$ cat src/rtl/seg_scroll_disp_pkg.sv
// Shared types and constants for the scrolling seven-segment display:
// scroll modes, the active-high hex segment table and the blank pattern.
package seg_pkg;

    typedef enum logic [1:0] {
        MODE_STATIC = 2'd0,
        MODE_ROT_L  = 2'd1,
        MODE_ROT_R  = 2'd2,
        MODE_HOLD   = 2'd3
    } mode_t;

    localparam int IDX_W = 4;

    // Bits 7..1 = segments a..g, bit 0 = dp; a set bit lights the segment.
    localparam logic [7:0] SEG_HEX [16] = '{
        8'hFC, 8'h60, 8'hDA, 8'hF2, 8'h66, 8'hB6, 8'hBE, 8'hE0,
        8'hFE, 8'hF6, 8'hEE, 8'h3E, 8'h9C, 8'h7A, 8'h9E, 8'h8E
    };

    localparam logic [7:0] SEG_BLANK = 8'h00;

endpackage

$ cat src/rtl/seg_scroll_disp_if.sv
// Digit-buffer write port of the scrolling display: valid/ready handshake
// carrying a buffer index and a hex nibble, plus the bad-index error pulse.
interface seg_scroll_disp_if;
    import seg_pkg::*;

    logic             i_wr_valid;
    logic             o_wr_ready;
    logic [IDX_W-1:0] i_wr_idx;
    logic [3:0]       i_wr_data;
    logic             o_wr_err;

    modport master (
        output i_wr_valid,
        output i_wr_idx,
        output i_wr_data,
        input  o_wr_ready,
        input  o_wr_err
    );

    modport slave (
        input  i_wr_valid,
        input  i_wr_idx,
        input  i_wr_data,
        output o_wr_ready,
        output o_wr_err
    );

endinterface

$ cat src/rtl/seg_scroll_disp_hex_dec.sv
// Combinational hex nibble to active-high seven-segment pattern decoder.
module seg_hex_dec
    import seg_pkg::*;
(
    input  logic [3:0] i_nib,
    output logic [7:0] o_pat
);

    assign o_pat = SEG_HEX[i_nib];

endmodule

$ cat src/rtl/seg_scroll_disp.sv
// N-digit seven-segment driver: writable hex buffer, prescaled scroll engine.
// Optional per-position blinking is enabled by defining SEG_SCROLL_BLINK_EN.
module seg_scroll_disp
    import seg_pkg::*;
#(
    parameter int NUM_DIGITS = 8,
    parameter int CLK_DIV    = 5000000,
    parameter int ACTIVE_LOW = 1
) (
    input  logic                          clk,
    input  logic                          rst,
    input  mode_t                         i_mode,
    seg_scroll_disp_if.slave              wr,
`ifdef SEG_SCROLL_BLINK_EN
    input  logic [NUM_DIGITS-1:0]         i_blink_mask,
`endif
    output logic [$clog2(NUM_DIGITS)-1:0] o_offset,
    output logic                          o_tick,
    output logic [8*NUM_DIGITS-1:0]       o_seg
);

    localparam int CNT_W = $clog2(CLK_DIV);
    localparam int OFF_W = $clog2(NUM_DIGITS);
    localparam int SUM_W = OFF_W + 1;
    localparam logic [CNT_W-1:0] CNT_LAST = CNT_W'(CLK_DIV - 1);
    localparam logic [OFF_W-1:0] OFF_LAST = OFF_W'(NUM_DIGITS - 1);
    localparam logic [8*NUM_DIGITS-1:0] SEG_OFF = (ACTIVE_LOW != 0) ? '1 : '0;

    logic [CNT_W-1:0]        count_q, count_d;
    logic [OFF_W-1:0]        offset_q, offset_d;
    logic                    tick_q, tick_d;
    logic                    wr_ready_q, wr_ready_d;
    logic                    wr_err_q, wr_err_d;
    logic [3:0]              dig_buf_q [NUM_DIGITS];
    logic [3:0]              dig_buf_d [NUM_DIGITS];
    logic [8*NUM_DIGITS-1:0] seg_q, seg_d;

    logic                    tick;
    logic                    wr_fire;
    logic                    idx_ok;
    logic [7:0]              pat [NUM_DIGITS];
    logic [NUM_DIGITS-1:0]   blank;
    logic [7:0]              lit;

    assign tick    = (count_q == CNT_LAST);
    assign wr_fire = wr.i_wr_valid && wr_ready_q;
    assign idx_ok  = ({1'b0, wr.i_wr_idx} < (IDX_W + 1)'(NUM_DIGITS));

`ifdef SEG_SCROLL_BLINK_EN
    logic blink_ph_q, blink_ph_d;

    assign blink_ph_d = tick ? ~blink_ph_q : blink_ph_q;
    assign blank      = blink_ph_q ? i_blink_mask : '0;

    always_ff @(posedge clk) begin
        if (rst) begin
            blink_ph_q <= 1'b0;
        end else begin
            blink_ph_q <= blink_ph_d;
        end
    end
`else
    assign blank = '0;
`endif

    // Display position k reads buffer slot (k + offset) mod N.
    for (genvar k = 0; k < NUM_DIGITS; k++) begin : g_dig
        logic [SUM_W-1:0] raw;
        logic [OFF_W-1:0] idx;

        assign raw = SUM_W'(k) + {1'b0, offset_q};
        assign idx = (raw >= SUM_W'(NUM_DIGITS)) ? OFF_W'(raw - SUM_W'(NUM_DIGITS))
                                                 : raw[OFF_W-1:0];

        seg_hex_dec u_dec (
            .i_nib (dig_buf_q[idx]),
            .o_pat (pat[k])
        );
    end

    always_comb begin
        count_d    = tick ? '0 : count_q + CNT_W'(1);
        tick_d     = tick;
        wr_ready_d = 1'b1;
        wr_err_d   = wr_fire && !idx_ok;

        offset_d = offset_q;
        case (i_mode)
            MODE_STATIC: offset_d = '0;
            MODE_ROT_L: begin
                if (tick) offset_d = (offset_q == OFF_LAST) ? '0 : offset_q + OFF_W'(1);
            end
            MODE_ROT_R: begin
                if (tick) offset_d = (offset_q == '0) ? OFF_LAST : offset_q - OFF_W'(1);
            end
            default: offset_d = offset_q;
        endcase

        for (int i = 0; i < NUM_DIGITS; i++) begin
            dig_buf_d[i] = dig_buf_q[i];
            if (wr_fire && idx_ok && (wr.i_wr_idx == IDX_W'(i))) begin
                dig_buf_d[i] = wr.i_wr_data;
            end
        end

        // Blanking is applied before polarity so a blanked digit is always unlit.
        seg_d = '0;
        lit   = '0;
        for (int k = 0; k < NUM_DIGITS; k++) begin
            lit    = blank[k] ? SEG_BLANK : pat[k];
            lit[0] = 1'b0;
            seg_d[8*k +: 8] = (ACTIVE_LOW != 0) ? ~lit : lit;
        end
    end

    always_ff @(posedge clk) begin
        if (rst) begin
            count_q    <= '0;
            offset_q   <= '0;
            tick_q     <= 1'b0;
            wr_ready_q <= 1'b0;
            wr_err_q   <= 1'b0;
            seg_q      <= SEG_OFF;
            for (int i = 0; i < NUM_DIGITS; i++) begin
                dig_buf_q[i] <= 4'(i);
            end
        end else begin
            count_q    <= count_d;
            offset_q   <= offset_d;
            tick_q     <= tick_d;
            wr_ready_q <= wr_ready_d;
            wr_err_q   <= wr_err_d;
            seg_q      <= seg_d;
            dig_buf_q  <= dig_buf_d;
        end
    end

    assign wr.o_wr_ready = wr_ready_q;
    assign wr.o_wr_err   = wr_err_q;
    assign o_offset      = offset_q;
    assign o_tick        = tick_q;
    assign o_seg         = seg_q;

endmodule

$ cat src/flat_wrapper.sv
// flat-port wrapper written by rule: the top's interface ports become plain ports
module seg_scroll_disp_flat import seg_pkg::*;
#(
    parameter int NUM_DIGITS = 8,
    parameter int CLK_DIV    = 5000000,
    parameter int ACTIVE_LOW = 1
)
  (clk, rst, i_mode, o_offset, o_tick, o_seg, wr_i_wr_valid, wr_i_wr_idx, wr_i_wr_data, wr_o_wr_ready, wr_o_wr_err);
  seg_scroll_disp_if wr_i ();
  input  logic clk;
  input  logic rst;
  input  mode_t i_mode;
  output logic [$clog2(NUM_DIGITS)-1:0] o_offset;
  output logic o_tick;
  output logic [8*NUM_DIGITS-1:0] o_seg;
  input wire logic [$bits(wr_i.i_wr_valid)-1:0] wr_i_wr_valid;
  input wire logic [$bits(wr_i.i_wr_idx)-1:0] wr_i_wr_idx;
  input wire logic [$bits(wr_i.i_wr_data)-1:0] wr_i_wr_data;
  output wire logic [$bits(wr_i.o_wr_ready)-1:0] wr_o_wr_ready;
  output wire logic [$bits(wr_i.o_wr_err)-1:0] wr_o_wr_err;
  assign wr_i.i_wr_valid = wr_i_wr_valid;
  assign wr_i.i_wr_idx = wr_i_wr_idx;
  assign wr_i.i_wr_data = wr_i_wr_data;
  assign wr_o_wr_ready = wr_i.o_wr_ready;
  assign wr_o_wr_err = wr_i.o_wr_err;
  seg_scroll_disp #(.NUM_DIGITS(NUM_DIGITS), .CLK_DIV(CLK_DIV), .ACTIVE_LOW(ACTIVE_LOW)) u_core (.clk(clk), .rst(rst), .i_mode(i_mode), .wr(wr_i), .o_offset(o_offset), .o_tick(o_tick), .o_seg(o_seg));
endmodule
$ cat config.mk
export PLATFORM = sky130hd
export DESIGN_NAME = seg_scroll_disp_flat
export DESIGN_NICKNAME = d
export VERILOG_FILES = /design/src/rtl/seg_scroll_disp_pkg.sv /design/src/rtl/seg_scroll_disp_if.sv /design/src/rtl/seg_scroll_disp_hex_dec.sv /design/src/rtl/seg_scroll_disp.sv /design/src/flat_wrapper.sv
export SDC_FILE = /design/constraint.sdc
export NUM_CORES = 1
export LEC_CHECK = 0
export ABC_AREA = 0
export CORE_MARGIN = 2
export CORE_UTILIZATION = 50
export DETAILED_ROUTE_END_ITERATION = 6
export DONT_BUFFER_PORTS = 1
export PLACE_DENSITY = 0.7
export SETUP_SLACK_MARGIN = 0.3
export SYNTH_ARGS = -nofsm -noshare
export SYNTH_HDL_FRONTEND = slang
export SYNTH_SLANG_ARGS = --single-unit
$ cat constraint.sdc
create_clock -name clk -period 3.1 [get_ports clk]
set_input_delay 0.62 -clock clk [delete_from_list [all_inputs] [get_ports clk]]
set_output_delay 0.62 -clock clk [all_outputs]
set_load 0.1 [all_outputs]
==> qor.yml, run 1 <==
die_area_sq_mm: 0.01551
final.setup.tns_ps: 0
async_reset_ff_share_pct: 0
max-cap-violations: 0
finalPower_mw: 5.084
rows: 44
grt_max_degree: 61
ys_warn_count: 0
p_seq_share_pct: 44.1
io_pins: 83
path_cells: "inv_1 -> ha_1 -> xor2_2 -> mux2i_1 -> a221oi_4 -> a21oi_1 -> a221o_1"
initial_core_util_pct: 50.55
synth.top_cell.area_share_pct: 32.25
holdCritPathClass: "in -> reg"
grt_pass1_wl_mm: 27.10
slowest_stage: "a221oi_4"
period_needed_ps: 2668
power_frac_clock_pct: 41.9
pwr-share-comb_pct: 14.1
period_share_pct: 86.05
power.switching_mw: 1.758
post_drt_wl_per_cell_um: 17.39
root_buffer: "clkbuf_16"
slew_viol_final: 0
crit_fanout: 13
grt_pass1_vias: 5411
syn_inst: 743
cp.required_ps: 3400
antenna_left: 0
grt.total_usage_pct: 21.50
setup_viol: 0
drtIter0Drc: 384
powerDensity_mw_per_mm2: 611.4
cp.arrival_ps: 2970
ys_seq_area_share_pct: 32.25
end_kind: "flip-flop"
finalWeightedCongestion: 0.8521
ys_seq_elements: 117
die_x_um: 124.5
dominantRegCellSynth: "dfxtp_1"
diodes: 0
syn_area_per_cell_sq_um: 9.776
clk_pin_slew_worst_paths_ps: 50
slew_headroom_pct: 35.72
startpoint_type: "flip-flop"
status: "complete, no violations"
tritoncts: "yes"
routed_via_density: 5.917
finalHoldViolations: 0
mostFrequentLayoutCell: "dfxtp_1"
synth-edff-count: 0
drive_above_1_share_pct: 21.16
fin_util_pct: 57.87
cts_hold_buf: 0
vias: 5562
rsz0062_at_grt: "true"
crit_type: "reg -> reg"
cts.sinks: 117
syn_area_sq_mm: 0.007263
worstMarginPinSlew_ps: 962.8
hpwl_mm: 11.76
route.detailed.drc: 0
core_area_sq_mm: 0.01437
layout_common_cells: "114 x dfxtp_1, 76 x nor2_1, 64 x mux2i_1"
routed_wl_mm: 16.34
synth_area_leaders: "dfxtp_1 32%, mux4_2 11%, ha_1 9.8%, mux2i_1 9.8%, nor2_1 3.9%"
die_y_um: 124.5
crit_path_max_incr_delay_ps: 600
finalNetCount: 813
htree_levels: 4
port_buffers: 0
final.setup_skew_ps: 6.687
antenna_found_initial: 0
dr.pass1.iters: 5
synth_top_cell_by_area: "dfxtp_1"
intPower_mw: 3.327
peakVddDrop_v: 0.0003870
switching_share_pct: 34.57
clock.fmax_mhz: 374.9
area_growth_pct: 14.49
grt-ovfl-total: 0
clkLatencyLatePin_ps: 420
num-fill-cells: 1195
cts_buffers: 17
clockBufferDepth: 2
power_leakage_nw: 3.341
ys_types: 60
cells by family after synthesis:
family	Yosys count	share of synthesized area, %
other	1	0.05163
DFF	117	32.25
buffers and inverters	92	6.098
xor gates and xnor gates	28	3.583
muxes	124	23.69
AOI/OAI and AO/OA	117	11.39
adders and majority gates	57	9.819
and+or+nand+nor	207	13.13
cells in the mapped netlist (3+ instances only):
master,instances
and2_1,4
xor2_1,14
buf_4,14
nor3_1,11
nor4_1,3
nand2b_1,4
nand2_1,59
a211oi_1,5
or3_1,6
nor2b_1,5
buf_1,3
xnor2_1,12
inv_1,33
nand4_1,5
o21ai_1,16
o22ai_1,6
mux4_2,34
o311ai_1,5
a221o_1,16
a31oi_1,8
nand3b_1,3
o21ai_0,18
buf_6,4
and4_1,3
nand3_1,14
mux2i_1,71
ha_1,57
buf_2,12
clkbuf_1,21
o221ai_1,8
a21oi_1,16
dfxtp_1,117
or2_2,3
mux2_2,17
inv_2,5
nor2_1,76
nor3b_1,4
critical path: cells and delay by family (launching register included):
| family | cells | cell delay [ps] |
|---|---|---|
| buffers and inverters | 1 | 150 |
| xor gates and xnor gates | 1 | 410 |
| DFF | 1 | 350 |
| muxes | 1 | 200 |
| adders and majority gates | 1 | 320 |
| AOI/OAI and AO/OA | 3 | 1120 |
per-layer routing:
metal  GRT usage [%]  routed length (um)
met5               0                   0
met4           9.914                 481
met3           5.198                 883
met2           36.26                8017
met1           25.94                6961
stage by stage:
step / cell area, sq um / setup WS [ps] / hold slack [ps] / std cells
2_1_floorplan: 7546 / 58.13 / 430.0 / 750
3_3_place_gp: 7610 / 496.2 / 445.0 / 902
3_5_place_dp: 7610 / 371.7 / 468.8 / 902
4_1_cts: 8302 / 401.5 / 248.1 / 939
5_1_grt: 8315 / 262.7 / 245.3 / 940
6_report: 8315 / 432.4 / 263.4 / 940
flip-flops by register name (all words and copies together), names as in the netlist:
| register | cells |
|---|---|
| u_core.wr.o_wr_ready | 1 |
| u_core.count_q | 23 |
| u_core.o_seg | 56 |
| u_core.o_offset | 3 |
| u_core.o_tick | 1 |
| u_core.wr.o_wr_err | 1 |
| u_core.dig_buf_q | 32 |
power by group through the flow:
stage | logic, mW | registers (mW) | clock network, mW
after floorplan | 0.605 | 2.28 | 0
after global placement | 0.670 | 2.27 | 0
after detailed placement | 0.693 | 2.27 | 0
after CTS | 0.709 | 2.24 | 2.16
after global routing | 0.789 | 2.25 | 2.22
final | 0.715 | 2.24 | 2.13
area by class of cell:
| type | instances | area (sq um) | share of cell area, % |
|---|---|---|---|
| clock buffer | 22 | 484.2 | 5.823 |
| clock inverter | 10 | 168.9 | 2.031 |
| inverter | 38 | 150.1 | 1.806 |
| timing repair buffer | 28 | 210.2 | 2.528 |
| multi-input combinational | 541 | 4721 | 56.77 |
| tap | 184 | 230.2 | 2.769 |
| sequential | 117 | 2351 | 28.27 |
repair_timing:
action                     CTS  global route
gates resized for setup      1             2
setup buffers                5             1
pin swaps                    1             1
setup endpoints to repair    1             5
worst paths after layout:
path,depth (start not counted),endpoint,slack (ps),from
worst max-delay path,7,u_core.o_seg[59],430,u_core.o_offset[0]
worst min-delay path,1,u_core.count_q[2],260,rst
worst max register to register,7,u_core.o_seg[59],430,u_core.o_offset[0]
worst min register to register,1,u_core.count_q[0],470,u_core.count_q[0]
Power figures use the tool's default switching activity.
==> run 2: changes to the inputs <==
--- a/config.mk
+++ b/config.mk
@@ -10,6 +10,7 @@
 export CORE_UTILIZATION = 50
 export DETAILED_ROUTE_END_ITERATION = 6
 export DONT_BUFFER_PORTS = 1
+export GPL_ROUTABILITY_DRIVEN = 0
 export PLACE_DENSITY = 0.7
 export SETUP_SLACK_MARGIN = 0.3
 export SYNTH_ARGS = -nofsm -noshare
==> qor.yml, run 2 (synthesized netlist as in run 1, its figures left out) <==
grt.total_usage_pct: 20.53
grt-ovfl-total: 0
regArea_sq_mm: 0.002351
routed_wl_mm: 16.06
crit_type: "reg -> reg"
area_growth_pct: 14.13
dr.pass1.iters: 5
post_drt_wl_per_cell_um: 17.08
initial_core_util_pct: 50.55
core_area_sq_mm: 0.01437
largest_reg_flops: 56
worstMarginPinSlew_ps: 965.5
max-cap-violations: 0
crit_fanout: 12
final.setup_skew_ps: 7.855
final.setup.tns_ps: 0
end_kind: "flip-flop"
hpwl_mm: 11.50
mostFrequentLayoutCell: "dfxtp_1"
clock.fmax_mhz: 376.4
rows: 44
tritoncts: "yes"
die_x_um: 124.5
finalHoldViolations: 0
diodes: 0
grt_pass1_wl_mm: 25.94
num-fill-cells: 1172
holdCritPathClass: "in -> reg"
multi_input_area_sq_mm: 0.004717
reg2reg_from: "u_core.o_offset[0]"
powerDensity_mw_per_mm2: 602.1
antenna_found_initial: 0
crit_path_start: "u_core.o_offset[0]"
cts.sinks: 117
slew_headroom_pct: 35.55
routed_via_density: 5.935
finalNetCount: 813
peakVddDrop_v: 0.0004006
rsz0062_at_grt: "false"
vias: 5579
clk_pin_slew_worst_paths_ps: 60
min-delay-start: "rst"
layout_common_cells: "114 x dfxtp_1, 76 x nor2_1, 64 x mux2i_1"
cts_buffers: 17
slew_viol_final: 0
cp.required_ps: 3390
grt_max_degree: 61
io_pins: 83
antenna_left: 0
period_needed_ps: 2656
fin_util_pct: 57.69
power_leakage_nw: 3.339
route.detailed.drc: 0
drtIter0Drc: 395
startpoint_type: "flip-flop"
grt_pass1_vias: 5195
port_buffers: 0
cts_hold_buf: 0
drive_above_1_share_pct: 21.03
die_y_um: 124.5
die_area_sq_mm: 0.01551
root_buffer: "clkbuf_16"
setup_viol: 0
status: "complete, no violations"
cp.arrival_ps: 2950
clkLatencyLatePin_ps: 420
clockBufferDepth: 2
htree_levels: 4
period_share_pct: 85.69
[run 2: timing repair]
action                                  in CTS  in global routing
setup buffers                                0                  4
resized for setup                            0                  3
endpoints found under the setup margin       0                 11
[run 2: path summary, 6_finish.rpt]
| path | slack, ps | cells past startpoint | to |
|---|---|---|---|
| max | 440 | 8 | u_core.o_seg[14] |
| min reg2reg | 470 | 1 | u_core.count_q[0] |
| max reg2reg | 440 | 8 | u_core.o_seg[14] |
| min | 270 | 1 | u_core.count_q[2] |
[run 2: final cells by class]
type                       count  area share (%)
multi-input combinational    541           56.91
clock buffer                  21           5.811
inverter                      38           1.811
clock inverter                11           1.751
tap                          184           2.777
sequential                   117           28.36
timing repair buffer          28           2.581
[run 2: where the power goes]
part / switching, mW / internal [mW] / leakage [nW]
Clock: 0.685 / 1.35 / 0.309
Combinational: 0.417 / 0.294 / 2.07
Sequential: 0.644 / 1.60 / 0.963
Total: 1.75 / 3.24 / 3.34
[run 2: critical path, stage by stage, from the launching register on]
cell and delay [ps]:
dfxtp_4 350, inv_1 90, ha_4 400, buf_6 200, mux4_2 510, mux2_2 380, nor2_1 170, a211oi_1 70
a311o_1 350
[run 2: per-layer routing]
metal | global-route usage (%) | part of all wire, %
met3 | 6.100 | 6.5
met5 | 0 | 0
met4 | 7.072 | 1.8
met2 | 34.01 | 49
met1 | 25.54 | 42
[run 2: stage by stage]
| step | cells | area, sq um | hold WS [ps] | power [mW] | worst slack, ps |
|---|---|---|---|---|---|
| 3_5_place_dp | 904 | 7625 | 462.1 | 2.967 | 380.0 |
| 6_report | 940 | 8289 | 273.8 | 4.991 | 443.6 |
| 4_1_cts | 936 | 8252 | 261.4 | 5.024 | 362.2 |
| 3_3_place_gp | 904 | 7625 | 443.6 | 2.944 | 466.9 |
| 2_1_floorplan | 750 | 7546 | 430.0 | 2.880 | 58.13 |
| 5_1_grt | 940 | 8289 | 262.1 | 5.173 | 299.2 |
